===== config.mk =====
export PLATFORM = sky130hd
export DESIGN_NAME = psk_link_sequencer
export DESIGN_NICKNAME = d
export VERILOG_FILES = /design/src/rtl/psk_ctrl_pkg.sv /design/src/rtl/debounce_2ff.sv /design/src/rtl/psk_link_sequencer.sv
export SDC_FILE = /design/constraint.sdc
export NUM_CORES = 1
export LEC_CHECK = 0
export ABC_AREA = 1
export CORE_ASPECT_RATIO = 0.6
export CORE_MARGIN = 3
export CORE_UTILIZATION = 50
export CTS_CLUSTER_SIZE = 10
export DETAILED_ROUTE_END_ITERATION = 8
export HOLD_SLACK_MARGIN = 0.15
export PLACE_DENSITY = 0.73
export SYNTH_ARGS = -nofsm -noshare
export SYNTH_HDL_FRONTEND = slang
export SYNTH_HIERARCHICAL = 1
export SYNTH_SLANG_ARGS = --single-unit

===== constraint.sdc =====
create_clock -name clk_32M768 -period 3.3 [get_ports clk_32M768]
set_input_delay 0.33 -clock clk_32M768 [delete_from_list [all_inputs] [get_ports clk_32M768]]
set_output_delay 0.33 -clock clk_32M768 [all_outputs]
set_load 0.01 [all_outputs]

===== src/rtl/psk_ctrl_pkg.sv =====
// Shared PSK control definitions: sequencer state encodings and MODE_CTRL width/default.
package psk_ctrl_pkg;
  localparam int MODE_W = 4;
  localparam logic [MODE_W-1:0] DEFAULT_MODE = 4'd4;

  typedef enum logic [2:0] {
    ST_BOOT     = 3'd0,
    ST_RXRST    = 3'd1,
    ST_ACQUIRE  = 3'd2,
    ST_LINKED   = 3'd3,
    ST_DRAIN    = 3'd4,
    ST_RECONFIG = 3'd5
  } state_t;
endpackage


===== src/rtl/debounce_2ff.sv =====
// Two-cycle level qualifier: hi2/lo2 fire once the input has held high/low for two
// consecutive cycles since the last clear.
module debounce_2ff (
  input  logic clk,
  input  logic rst_n,
  input  logic clr,
  input  logic d,
  output logic hi2,
  output logic lo2
);
  logic seen_hi, seen_lo;

  always_ff @(posedge clk or negedge rst_n) begin
    if (!rst_n) begin
      seen_hi <= 1'b0;
      seen_lo <= 1'b0;
    end else if (clr) begin
      seen_hi <= 1'b0;
      seen_lo <= 1'b0;
    end else begin
      seen_hi <= d;
      seen_lo <= ~d;
    end
  end

  assign hi2 = d & seen_hi;
  assign lo2 = ~d & seen_lo;
endmodule


===== src/rtl/psk_link_sequencer.sv =====
// PSK Tx/Rx link sequencer: boot hold, Rx soft-reset pulse, lock acquisition,
// frame-aligned MODE_CTRL changes and re-acquisition on lock loss or timeout.
module psk_link_sequencer #(
  parameter int         STARTUP_CYCLES = 32768,
  parameter int         RX_RST_CYCLES  = 16,
  parameter int         LOCK_TIMEOUT   = 327680,
  parameter int         DRAIN_TIMEOUT  = 65536,
  parameter logic [3:0] DEFAULT_MODE   = psk_ctrl_pkg::DEFAULT_MODE,
  parameter int         CNT_W          = 20
) (
  input  logic       clk_32M768,
  input  logic       rst_n_32M768,
  input  logic [3:0] mode_req,
  input  logic       mode_req_valid,
  input  logic       tx_frame_last,
  input  logic       dac_tready,
  input  logic       rx_valid,
  output logic [3:0] mode_ctrl,
  output logic       tx_en,
  output logic       rx_rst_n,
  output logic       busy,
  output logic [2:0] state_o,
  output logic [7:0] relock_cnt
);
  import psk_ctrl_pkg::*;

  // Last timer value of each timed state; the state lasts exactly N cycles.
  localparam logic [CNT_W-1:0] BOOT_LAST  = CNT_W'(STARTUP_CYCLES - 1);
  localparam logic [CNT_W-1:0] RXRST_LAST = CNT_W'(RX_RST_CYCLES - 1);
  localparam logic [CNT_W-1:0] LOCK_LAST  = CNT_W'(LOCK_TIMEOUT - 1);
  localparam logic [CNT_W-1:0] DRAIN_LAST = CNT_W'(DRAIN_TIMEOUT - 1);

  state_t           state, state_nxt;
  logic [CNT_W-1:0] timer;
  logic             pend, pend_clr, relock_evt;
  logic [3:0]       pend_mode;
  logic             lock_hi2, lock_lo2, state_chg;

  assign state_chg = (state_nxt != state);
  assign state_o   = state;

  // Qualifier history restarts on every state entry so each state sees fresh evidence.
  debounce_2ff u_lock_qual (
    .clk   (clk_32M768),
    .rst_n (rst_n_32M768),
    .clr   (state_chg),
    .d     (rx_valid),
    .hi2   (lock_hi2),
    .lo2   (lock_lo2)
  );

  always_comb begin
    state_nxt  = state;
    pend_clr   = 1'b0;
    relock_evt = 1'b0;
    case (state)
      ST_BOOT:    if (timer >= BOOT_LAST) state_nxt = ST_RXRST;
      ST_RXRST:   if (timer >= RXRST_LAST) state_nxt = ST_ACQUIRE;
      ST_ACQUIRE: begin
        if (lock_hi2) state_nxt = ST_LINKED;
        else if (timer >= LOCK_LAST) begin
          relock_evt = 1'b1;
          state_nxt  = ST_RXRST;
        end
      end
      ST_LINKED: begin
        if (lock_lo2) begin
          relock_evt = 1'b1;
          state_nxt  = ST_RXRST;
        end else if (pend) begin
          if (pend_mode != mode_ctrl) state_nxt = ST_DRAIN;
          else                        pend_clr  = 1'b1;
        end
      end
      ST_DRAIN:    if (tx_frame_last || timer >= DRAIN_LAST) state_nxt = ST_RECONFIG;
      ST_RECONFIG: begin
        pend_clr  = 1'b1;
        state_nxt = ST_RXRST;
      end
      default:     state_nxt = ST_BOOT;
    endcase
  end

  // Outputs are registered from the next state so they line up with state_o.
  always_ff @(posedge clk_32M768 or negedge rst_n_32M768) begin
    if (!rst_n_32M768) begin
      state      <= ST_BOOT;
      timer      <= '0;
      pend       <= 1'b0;
      pend_mode  <= DEFAULT_MODE;
      mode_ctrl  <= DEFAULT_MODE;
      tx_en      <= 1'b0;
      rx_rst_n   <= 1'b0;
      busy       <= 1'b1;
      relock_cnt <= 8'd0;
    end else begin
      state <= state_nxt;
      if (state_chg || state == ST_LINKED) timer <= '0;
      else if (!(&timer))                  timer <= timer + 1'b1;
      // A new request beats a same-cycle clear, so it survives into the next pass.
      if (mode_req_valid) begin
        pend      <= 1'b1;
        pend_mode <= mode_req;
      end else if (pend_clr) begin
        pend <= 1'b0;
      end
      if (state == ST_RECONFIG) mode_ctrl <= pend_mode;
      if (relock_evt && relock_cnt != 8'hFF) relock_cnt <= relock_cnt + 8'd1;
      tx_en    <= dac_tready && (state_nxt == ST_ACQUIRE || state_nxt == ST_LINKED ||
                                 state_nxt == ST_DRAIN);
      rx_rst_n <= !(state_nxt == ST_BOOT || state_nxt == ST_RXRST);
      busy     <= (state_nxt != ST_LINKED);
    end
  end
endmodule

# ---- Word level (Yosys, flattened, before mapping)
# Index checks and enable logic that the tools add are counted.
dict set report word_totals {
  register_bits 45
  input_bits 10
}
dict set report classes {
  add_sub_neg 2
  order_cmp 4
  n_eq_ne 14
  muxes 23
  bitwise_logic 3
  reduce_logical 12
}
# op count
set op_table {}
lappend op_table {{two-way mux 20 bit} 2}
lappend op_table {{two-way mux 3 bit} 8}
lappend op_table {{adder 20 x 1 -> 20 bit (second input constant)} 1}
lappend op_table {{>= comparator 20 x 15 -> 1 bit (second input constant)} 1}
lappend op_table {{>= comparator 20 x 16 -> 1 bit (second input constant)} 1}
lappend op_table {{>= comparator 20 x 19 -> 1 bit (second input constant)} 1}
lappend op_table {{>= comparator 20 x 4 -> 1 bit (second input constant)} 1}
lappend op_table {{AND reduction 20 bit} 1}
lappend op_table {{case mux 3 bit (6 select lines)} 1}
lappend op_table {{== test 3 x 2 -> 1 bit (second input constant)} 4}
lappend op_table {{two-way mux 1 bit} 10}
lappend op_table {{== test 3 bit (second input constant)} 3}
lappend op_table {{adder 8 x 1 -> 8 bit (second input constant)} 1}
lappend op_table {{!= test 8 bit (second input constant)} 1}
lappend op_table {{== test 3 x 1 -> 1 bit (second input constant)} 2}
lappend op_table {{zero test 3 bit} 2}
lappend op_table {{logical OR 1 bit} 5}
lappend op_table {{!= test 4 bit} 1}
lappend op_table {{case mux 1 bit (2 select lines)} 2}
lappend op_table {{!= test 3 x 2 -> 1 bit (second input constant)} 1}
lappend op_table {{!= test 3 bit} 1}
lappend op_table {{AND 1 bit} 2}
lappend op_table {{logical AND 1 bit} 2}
lappend op_table {{!= test 2 bit (second input constant)} 1}
lappend op_table {{3 further kinds} 3}

# ---- Logic depth before layout (Yosys ltp)
# Gate-level depths: netlist of the first run.
dict set report depth {
  word_depth 9
  depth_mapped 16
}

# ---- Modules after synthesis
# Netlist of the first run, hierarchy kept.
# mod n_inst cells_per_inst area_per_inst_um2 seq_area_each_um2
set by_module_without_submodules {}
lappend by_module_without_submodules {psk_link_sequencer 1 303 2416.1 1079.8}
lappend by_module_without_submodules {debounce_2ff 1 9 78.8 50.0}

# ---- Worst setup path after synthesis of the first run
# No wires, ideal clock.
dict set report synth_timing {
  path_type {register -> register}
  start {reg timer[0]}
  end {reg timer[15]}
  setup_ns 0.125
  arrival_ns 1.784
  required_ns 3.175
  setup_slack_ns 1.391
  stages_incl_launch_ff 16
  synth_period_minus_slack_ns 1.909
  path_cell_list {dfrtp_1 > ha_1 > inv_2 > nor2_4 > nand4_1 > nand2_1 > nand2_1 > nand2_1 > inv_1 > nand3_1 > nand2_1 > nand2_1 > nor2_2 > nand2_4 > buf_12 > nor2_4}
}
dict set report synth_between {
  elab_chain_len 7
  elab_cells_between_ends 18
  classes_between {1 x add/sub; 4 x order compare; 2 x eq/ne; 8 x mux; 3 x reduce/logical}
}
# item line
set synth_rtl {}
lappend synth_rtl {{from (decl)} psk_link_sequencer.sv:34} ;# logic [CNT_W-1:0] timer;
lappend synth_rtl {{from (signal assigned)} psk_link_sequencer.sv:99} ;# else if (!(&timer)) timer <= timer + 1'b1;
lappend synth_rtl {{>= comparator 20 x 19 -> 1 bit / >= comparator 20 x 16 -> 1 bit (equally long branches)} {psk_link_sequencer.sv:61, psk_link_sequencer.sv:75}}
lappend synth_rtl {{two-way mux 3 bit / logical OR 1 bit (equally long branches)} {psk_link_sequencer.sv:61, psk_link_sequencer.sv:75}}
lappend synth_rtl {{two-way mux 3 bit (on tied branches)} {psk_link_sequencer.sv:60, psk_link_sequencer.sv:75}}
lappend synth_rtl {{case mux 3 bit (6 select lines) *} psk_link_sequencer.sv:56} ;# case (state)
lappend synth_rtl {{net state_nxt[0]} psk_link_sequencer.sv:33} ;# state_t state, state_nxt;
lappend synth_rtl {{!= test 3 bit *} psk_link_sequencer.sv:39} ;# assign state_chg = (state_nxt != state);
lappend synth_rtl {{logical OR 1 bit *} psk_link_sequencer.sv:98} ;# if (state_chg || state == ST_LINKED) timer <= '0;
lappend synth_rtl {{!= test 2 bit (no line) / two-way mux 20 bit (equally long branches)} --}
# The timed path passes the listed nets; every way through them passes the cells marked *. The select of a mux whose other input is x is not followed.
# A chain may end at the register's enable or synchronous reset.

# ---- Worst setup path after layout of the first run
dict set report layout_timing {
  start {reg timer[0]}
  end {reg timer[5]}
}
# The elaborated chain is that of the path after synthesis.

==> results.cfg, run 1 <==
[outcome]
status = finished clean

[power]
powerDensity_nw_per_um2 = 660
finalPower_mw = 1.91
p_leak_nw = 1.31
vdd_drop_max_v = 0.000432

[sta]
fmax_ghz = 0.433
slew_viol_final = 0
finClkSkew_ps = 5.53
rsz0062_at_grt = false
fin_crit_ps = 2310
slew-limit-headroom_pct = 35.6
finalCritPeriodShare_pct = 70.0
hold_viol = 0
max_slew.worst_pin.slew_ps = 966
fin_tns_setup_ps = 0
setup_viol = 0

[clock_tree]
clock-sinks = 45
ctsHoldBuffers = 0
clk_pin_slew_worst_paths_ps = 80
clock_path_buffers = 2
cts_tree = built
h-tree-depth = 2
clk_latency_ps = 300
root_buffer = clkbuf_8
cts_made_buffers = 5
cts_resized = 0
postCtsSetupRepairBufs = 0

[min_path]
hp-class = in -> async

[route]
routedWlPerCell_um = 12.3
drt_iter0_drc = 197
vias = 2056
vias_per_cell = 5.04
firstDrtPassIters = 5
finalWirelength_um = 5030
drc = 0
antenna_left = 0

[die]
die_h_um = 60.7
fp-row-count = 19
fp.dieArea_um2 = 5900
core_um2 = 4680
io_pins = 28
die_w_um = 97.2
start_util_pct = 53.3

[final_layout]
area_delta_synth_final_pct = 16.2
regArea_um2 = 1130
nets = 356
drive_above_1_share_pct = 10.1
diodes = 0
multi_input_area_um2 = 1150
nFillCells = 390

[critical_path]
rr_startpoint = timer[0]
timing.rr.end = timer[5]
worstPathMaxFanout = 19
crit_type = reg -> reg
required_ps = 3470
critPathLaunch = timer[0]
cp.arrival_ps = 2480
start_kind = flop
end_kind = flop
max_stage_delay_ps = 410
path_cells = ha_1, inv_2, nor2_4, nand4_1, nand2_1, nand2_1, nand2_1, inv_1, nand3_1, nand2_1, nand2_1, nor2_2, nand2_4, nor2_1
crit_top_cell = nand2_1
r2r_setup_slack_ps = 990
cp_slowest_cell = dfrtp_1
r2r_cells = 14

[run]
max_cap_violations = 0

[synthesis]
netlist_instances = 312
yosysSeqAreaShare_pct = 45.3
yosysWarnings = 6
syn_area_um2 = 2490
syn_area_per_cell_um2 = 8.00
synth_common_cells = 71 x nand2_1, 46 x inv_1, 42 x dfrtp_1, 42 x nor2_1, 22 x nand3_1
syn-num-nets = 324
synth_edf_count = 0
ys_ff_latch = 45
synth_ff_type = dfrtp_1
ys_types = 29
synth_top_cell_area_share_pct = 42.1
ys_async_sr_fraction_pct = 100
yosys.area.top_type = dfrtp_1
netlist_top_cells_area = dfrtp_1 42%, nand2_1 11%, inv_1 6.9%, nor2_1 6.3%, xor2_1 6.0%
yosysMostFrequentCell = nand2_1

[grt]
grt_pass1_vias = 1702
overflow = 0
grt_pass1_wl_um = 8270
grt_max_degree = 46
grt.total_usage_pct = 18.1
antenna_found_initial = 0

[placement]
hpwl_um = 3800
port_buffers = 27
gp_congestion = 0.906
-- routing by layer --
layer / track usage (%) / wire, um
met5: 0 / 0
met4: 5.40 / 43
met3: 5.05 / 365
met2: 23.3 / 1910
met1: 28.7 / 2710
-- cell usage in the layout (no fill, tap or decap), types with 2 or more instances in the layout --
| cell type | count |
|---|---|
| clkdlybuf4s50_1 | 26 |
| nor2_2 | 2 |
| nand4_1 | 9 |
| inv_1 | 46 |
| inv_2 | 5 |
| nand2_1 | 71 |
| clkbuf_1 | 2 |
| clkbuf_8 | 5 |
| o21ai_0 | 11 |
| a21oi_1 | 2 |
| xnor2_1 | 2 |
| nor2_4 | 12 |
| nor2_1 | 42 |
| nand3_1 | 22 |
| and2_1 | 2 |
| ha_1 | 2 |
| nand3_2 | 2 |
| xor2_1 | 17 |
| dfrtp_1 | 42 |
| nor3_1 | 9 |
| dfstp_2 | 3 |
-- metrics by stage --
step                      util (%)  std cells  setup slack, ps  cell area (um2)  hold WS [ps]
after floorplan                  -        312             1390             2490          34.4
after global placement        60.1        400             1080             2820           488
after detailed placement      60.1        400             1000             2820           496
after CTS                     61.9        408             1010             2900           220
after global routing          61.9        408              750             2900           280
final                         61.9        408              991             2900           185
-- state kept, by name (all words and copies together) (netlist names) --
name	flops
timer	20
relock_cnt	8
mode_ctrl	4
pend_mode	4
state_o	3
busy	1
pend	1
rx_rst_n	1
tx_en	1
u_lock_qual/seen_hi	1
u_lock_qual/seen_lo	1
-- worst max path at each step --
| stage | slack (ps) | depth (start not counted) | endpoint |
|---|---|---|---|
| floorplan | 1390 | 15 | timer[15] |
| global placement | 1080 | 13 | timer[0] |
| detailed placement | 1000 | 13 | timer[5] |
| CTS | 1010 | 14 | timer[5] |
| global route | 750 | 14 | timer[5] |
| finish | 990 | 14 | timer[5] |
-- logic make-up (layout without fill, tap and decap cells) --
kind of cell	count (synthesis)	after routing	share of synthesized area, %
and+or+nand+nor	175	175	34.4
buffers and inverters	53	86	8.63
DFF	45	45	45.3
xor gates and xnor gates	19	19	6.67
AOI/OAI and AO/OA	17	17	3.86
adders and majority gates	2	2	1.00
other	1	1	0.150
-- area by class of cell --
class	instances	share of cell area [%]
Inverter	51	6.60
Multi-Input combinational cell	214	39.7
Sequential cell	45	39.0
Clock inverter	1	0.259
Timing Repair Buffer	27	9.15
Clock buffer	7	2.63
Tap cell	63	2.72
-- power by group --
part | leakage, nW | total, mW | internal, mW | switching, mW
Sequential | 0.589 | 0.773 | 0.662 | 0.111
Combinational | 0.683 | 0.807 | 0.297 | 0.510
Clock | 0.0385 | 0.332 | 0.150 | 0.182
-- critical path: cells and delay by family, from the launching register on --
kind                       cells  cell delay, ps
and+or+nand+nor               11            1360
DFF                            1             410
buffers and inverters          2             120
adders and majority gates      1             280
(Power assumes the default switching activity.)
==> run 2: changes to the inputs <==
Settings changed: PLACE_DENSITY 0.73 to 0.76.
Clock period 3.3 ns to 1.9 ns, I/O delays scaled along.
==> run 2 against run 1 <==
  * Critical path depth increased by 1
  * Sequential cell count unchanged
  * Global-route usage increased by 9.7 points
  * Largest cell class unchanged
  * The run now ends with setup timing left
  * Design area increased by 28%
  * Largest power group unchanged
  * First-iteration DRC count increased by 89%
  * Register-to-register slack got worse by 1300 ps
  * Count of clock-buffer cells in the layout unchanged
==> results.cfg, run 2 (synthesis gave the netlist of run 1 again) <==
[outcome]
status = complete, but fails checks
violations = setup timing

[final_layout]
largest_register_ffs = 20
drive_above_1_share_pct = 37.4
layout_common_cells = 54 x nand2_1, 49 x buf_4, 44 x inv_1, 42 x dfrtp_1, 26 x clkdlybuf4s50_1
area_delta_synth_final_pct = 48.8
top_regs = timer x20, relock_cnt x8
final_common_cell = nand2_1
nets = 415
final_util_pct = 79.3
largest_register = timer
diodes = 0

[placement]
gp_congestion = 0.910
port_buffers = 27
hpwl_um = 4670

[clock_tree]
cts_tree = built
cts_made_buffers = 5
clock_path_buffers = 2
clk_latency_ps = 300
root_buffer = clkbuf_8
clk_pin_slew_worst_paths_ps = 90
clock-sinks = 45
h-tree-depth = 2

[grt]
antenna_found_initial = 0
grt_max_degree = 30
overflow = 0
grt.total_usage_pct = 27.8
grt_pass1_wl_um = 12700
grt_pass1_vias = 2612

[critical_path]
cp.arrival_ps = 2420
worstPathMaxFanout = 5
path_cells = ha_2, inv_2, nor2_4, nand4_1, nand2_1, nand2_2, nand2_4, nor2_2, nand3_2, nand2_2, nor2_4, nand2_4, buf_6, buf_16, nor2_2
end_kind = flop
cp_slowest_cell = dfrtp_1
critPathTopFamily = simple AND/OR/NAND/NOR gates
crit_type = reg -> reg
start_kind = flop
required_ps = 2130
max_stage_delay_ps = 380
cp_num_buf_inv = 3

[sta]
setup_slack_ps = -282
fin_crit_ps = 2180
slew_viol_final = 0
setup_viol = 31
rsz0062_at_grt = true
fmax_ghz = 0.458
hold_viol = 0
slew-limit-headroom_pct = 52.3
finalCritPeriodShare_pct = 115
max_slew.worst_pin.slew_ps = 715
finClkSkew_ps = 5.92
whs_ps = 423
fin_tns_setup_ps = -5730

[die]
core_um2 = 4680
io_pins = 28
die_w_um = 97.2
fp-row-count = 19
fp.dieArea_um2 = 5900
die_h_um = 60.7
start_util_pct = 53.3

[route]
firstDrtPassIters = 5
vias = 2719
vias_per_cell = 5.82
routedWlPerCell_um = 19.1
antenna_left = 0
drt_iter0_drc = 373
drc = 0
finalWirelength_um = 8930

[min_path]
hp-class = in -> reg

[run]
max_cap_violations = 0

[power]
p_leak_nw = 1.69
finalPower_mw = 5.12
vdd_drop_max_v = 0.000834
powerDensity_nw_per_um2 = 1380
==> run 2: cell count changes in the layout (fill, tap and decap cells not counted), sizes merged <==
| cell | change |
|---|---|
| dlygate4sd3 | +1 |
| buf | +58 |
| bufinv | +1 |
| clkinvlp | -1 |
==> run 2: per-layer routing <==
metal  routed length, um  vias up  track usage (%)
li1                    -     1148                -
met1                3470     1260             36.0
met2                3900      235             45.7
met3                1130       76             7.58
met4                 436        0             11.2
met5                   0        -                0
==> run 2: through the flow <==
step / setup WS, ps / instances / cell area [um2]
after detailed placement: -161 / 440 / 3130
after floorplan: 12.4 / 312 / 2500
after global placement: -99.4 / 440 / 3130
after CTS: -89.8 / 466 / 3530
after global routing: -320 / 467 / 3710
final: -282 / 467 / 3710
==> run 2: repair_timing <==
item,in CTS,in global routing
gates cloned,3,0
pin swaps,12,25
hold endpoints to repair,24,0
gates resized for setup,30,55
setup buffers,14,5
setup endpoints to repair,21,32
hold buffers,1,0
==> run 2: area by class of cell <==
cell class | count | area, um2
inverter | 51 | 194
fill | 237 | 971
clock buffer | 7 | 86.3
clock inverter | 1 | 30.0
timing repair buffer | 86 | 778
sequential | 45 | 1130
multi-input combinational | 214 | 1420
tap | 63 | 78.8
==> run 2: path summary, 6_finish.rpt <==
path | from | end | slack, ps | cells past startpoint
worst min-delay path | mode_req[2] | pend_mode[2] | 420 | 3
min in group asynchronous | rst_n_32M768 | timer[18] | 470 | 2
max in group asynchronous | rst_n_32M768 | timer[6] | 800 | 3
worst max register to register | timer[1] | timer[4] | -280 | 15
worst max-delay path | timer[1] | timer[4] | -280 | 15
worst min register to register | relock_cnt[6] | relock_cnt[6] | 520 | 1
==> run 2: where the power goes <==
part           switching (mW)  internal [mW]  leakage (nW)
logic                    1.60           1.45          1.05
registers               0.161           1.15         0.589
clock network           0.328          0.429        0.0585
total                    2.09           3.03          1.69
==> run 2: worst reg2reg max path, cell delays in order, from the launching register on <==
cell	delay, ps
dfrtp_1	380
ha_2	200
inv_2	50
nor2_4	180
nand4_1	200
nand2_1	130
nand2_2	90
nand2_4	110
nor2_2	50
nand3_2	60
nand2_2	70
nor2_4	130
nand2_4	90
buf_6	140
buf_16	140
nor2_2	90
==> run 3: changes to the inputs <==
Settings changed: MAX_ROUTING_LAYER from default to met4, SYNTH_HIERARCHICAL 1 to default.
==> run 3 against run 2 <==
  * Maximum frequency grew 17%
  * Sequential power grew 6%
  * Non-clock buffer count shrank 32
  * Largest power group unchanged
  * The flow now finishes without violations
==> results.cfg, run 3 <==
[clock_tree]
h-tree-depth = 2
cts_tree = built
clk_pin_slew_worst_paths_ps = 90
root_buffer = clkbuf_8
clk_latency_ps = 300
clock_path_buffers = 2
clock-sinks = 45
cts_made_buffers = 5

[die]
die_w_um = 98.1
fp-row-count = 19
io_pins = 28
core_um2 = 4730
fp.dieArea_um2 = 6010
start_util_pct = 53.8
die_h_um = 61.3

[final_layout]
drive_above_1_share_pct = 24.0
largest_register = timer
layout_common_cells = 84 x nand2_1, 45 x inv_1, 39 x dfrtp_1, 27 x nor2_1, 26 x clkdlybuf4s50_1
nets = 403
final_common_cell = nand2_1
stdcell_area_um2 = 3310
nFillCells = 370
area_delta_synth_final_pct = 30.1
diodes = 0
largest_register_ffs = 20
top_regs = timer x20, relock_cnt x8

[sta]
fin_tns_setup_ps = 0
fmax_ghz = 0.536
slew_viol_final = 0
max_slew.worst_pin.slew_ps = 509
finClkSkew_ps = 12.2
slew-limit-headroom_pct = 66.1
setup_viol = 0
hold_viol = 0
rsz0062_at_grt = true
fin_crit_ps = 1870
finalCritPeriodShare_pct = 98.2

[synthesis]
netlist_top_cells_area = dfrtp_1 41%, nand2_1 13%, inv_1 7.1%, nor2_1 5.0%, nand3_1 3.9%
syn-num-nets = 344
synth_top_cell_area_share_pct = 41.3
synth_common_cells = 90 x nand2_1, 48 x inv_1, 42 x dfrtp_1, 34 x nor2_1, 20 x nand3_1
ys_async_sr_fraction_pct = 100
yosysMostFrequentCell = nand2_1
synth_edf_count = 0
ys_types = 31
netlist_instances = 332
syn_area_um2 = 2540
syn_area_per_cell_um2 = 7.67
yosysSeqAreaShare_pct = 44.4
synth_ff_type = dfrtp_1
ys_ff_latch = 45
yosysWarnings = 0
yosys.area.top_type = dfrtp_1

[route]
finalWirelength_um = 6240
drc = 0
vias_per_cell = 5.12
vias = 2330
routedWlPerCell_um = 13.7
firstDrtPassIters = 4
antenna_left = 0
drt_iter0_drc = 202

[grt]
antenna_found_initial = 0
grt_pass1_wl_um = 9670
grt.total_usage_pct = 21.2
overflow = 0
grt_pass1_vias = 2061
grt_max_degree = 24

[critical_path]
end_kind = flop
cp.arrival_ps = 2050
crit_top_cell = nand2_1
path_cells = ha_4, inv_1, nor2_1, nand2_2, nor2_2, nand2_1, nand2_1, nand2_1, nand2_1, nand3_1, nand2_1, inv_2, nand3_4, clkbuf_16, nor2_2
max_stage_delay_ps = 410
start_kind = flop
required_ps = 2080
crit_type = reg -> reg
worstPathMaxFanout = 6
cp_slowest_cell = dfrtp_1

[placement]
hpwl_um = 4380
place_area_um2 = 3030
port_buffers = 27
gp_congestion = 0.976

[power]
p_leak_nw = 1.55
vdd_drop_max_v = 0.000796
powerDensity_nw_per_um2 = 1290

[min_path]
hp-class = in -> async

[outcome]
status = finished clean

[run]
max_cap_violations = 0
run 3: metal layers:
metal  routed length, um  vias up  global-route usage [%]  part of all wire [%]
met3                 471        2                    4.52                   7.6
li1                    -     1150                       -                     -
met4                  25        0                    4.73                  0.40
met5                   0        -                       -                     0
met2                2690       80                    30.0                    43
met1                3050     1098                    31.3                    49
run 3: final timing paths:
kind	startpoint	cells after the start	end	slack [ps]
setup / recovery	timer[1]	15	timer[16]	30
hold / removal	rst_n_32M768	2	mode_ctrl[1]	390
setup reg to reg	timer[1]	15	timer[16]	30
hold reg to reg	pend_mode[2]	2	pend_mode[2]	490
max in group asynchronous	rst_n_32M768	3	timer[4]	880
min in group clk_32M768	mode_req[2]	3	pend_mode[2]	410
run 3: per-stage QoR:
stage	instances	total power [mW]	util [%]	setup WS, ps	hold WS [ps]
6_report	455	4.27	70.0	33.9	392
5_1_grt	455	4.52	70.0	-84.7	425
4_1_cts	449	3.90	66.7	25.8	402
3_5_place_dp	440	3.15	64.0	-61.3	189
3_3_place_gp	440	3.10	64.0	14.2	183
2_1_floorplan	332	2.42	-	135	-106
run 3: power breakdown:
part / switching (mW) / total (mW) / internal [mW]
combinational: 1.13 / 2.12 / 0.987
sequential: 0.209 / 1.39 / 1.18
clock: 0.331 / 0.760 / 0.429
total: 1.67 / 4.27 / 2.60
run 3: layout make-up:
cell class	instances	area, um2	share of cell area, %
Clock buffer	7	86.3	2.61
Clock inverter	1	30.0	0.907
Inverter	53	199	6.01
Multi-Input combinational cell	232	1280	38.6
Sequential cell	45	1130	34.2
Tap cell	63	78.8	2.38
Timing Repair Buffer	54	504	15.2
run 3: worst max-delay path: cells and delay by family (launching register included):
family,cells,cell delay (ps)
fa+ha+maj,1,180
buf+inv,3,280
flops,1,410
simple gates,11,880
run 3: cells by family (layout without fill, tap and decap cells):
family | count (synthesis) | after routing | share of synthesized area (%)
simple gates | 191 | 192 | 35.4
flops | 45 | 45 | 44.4
compound gates | 21 | 21 | 4.52
fa+ha+maj | 2 | 2 | 0.983
xor+xnor | 16 | 16 | 5.51
buf+inv | 56 | 115 | 9.05
other cells | 1 | 1 | 0.147
run 3: repair_timing:
action	CTS	global route
setup buffers	0	4
setup endpoints to repair	0	27
resized for setup	0	33
hold buffers	1	0
endpoints found under the hold margin	19	0
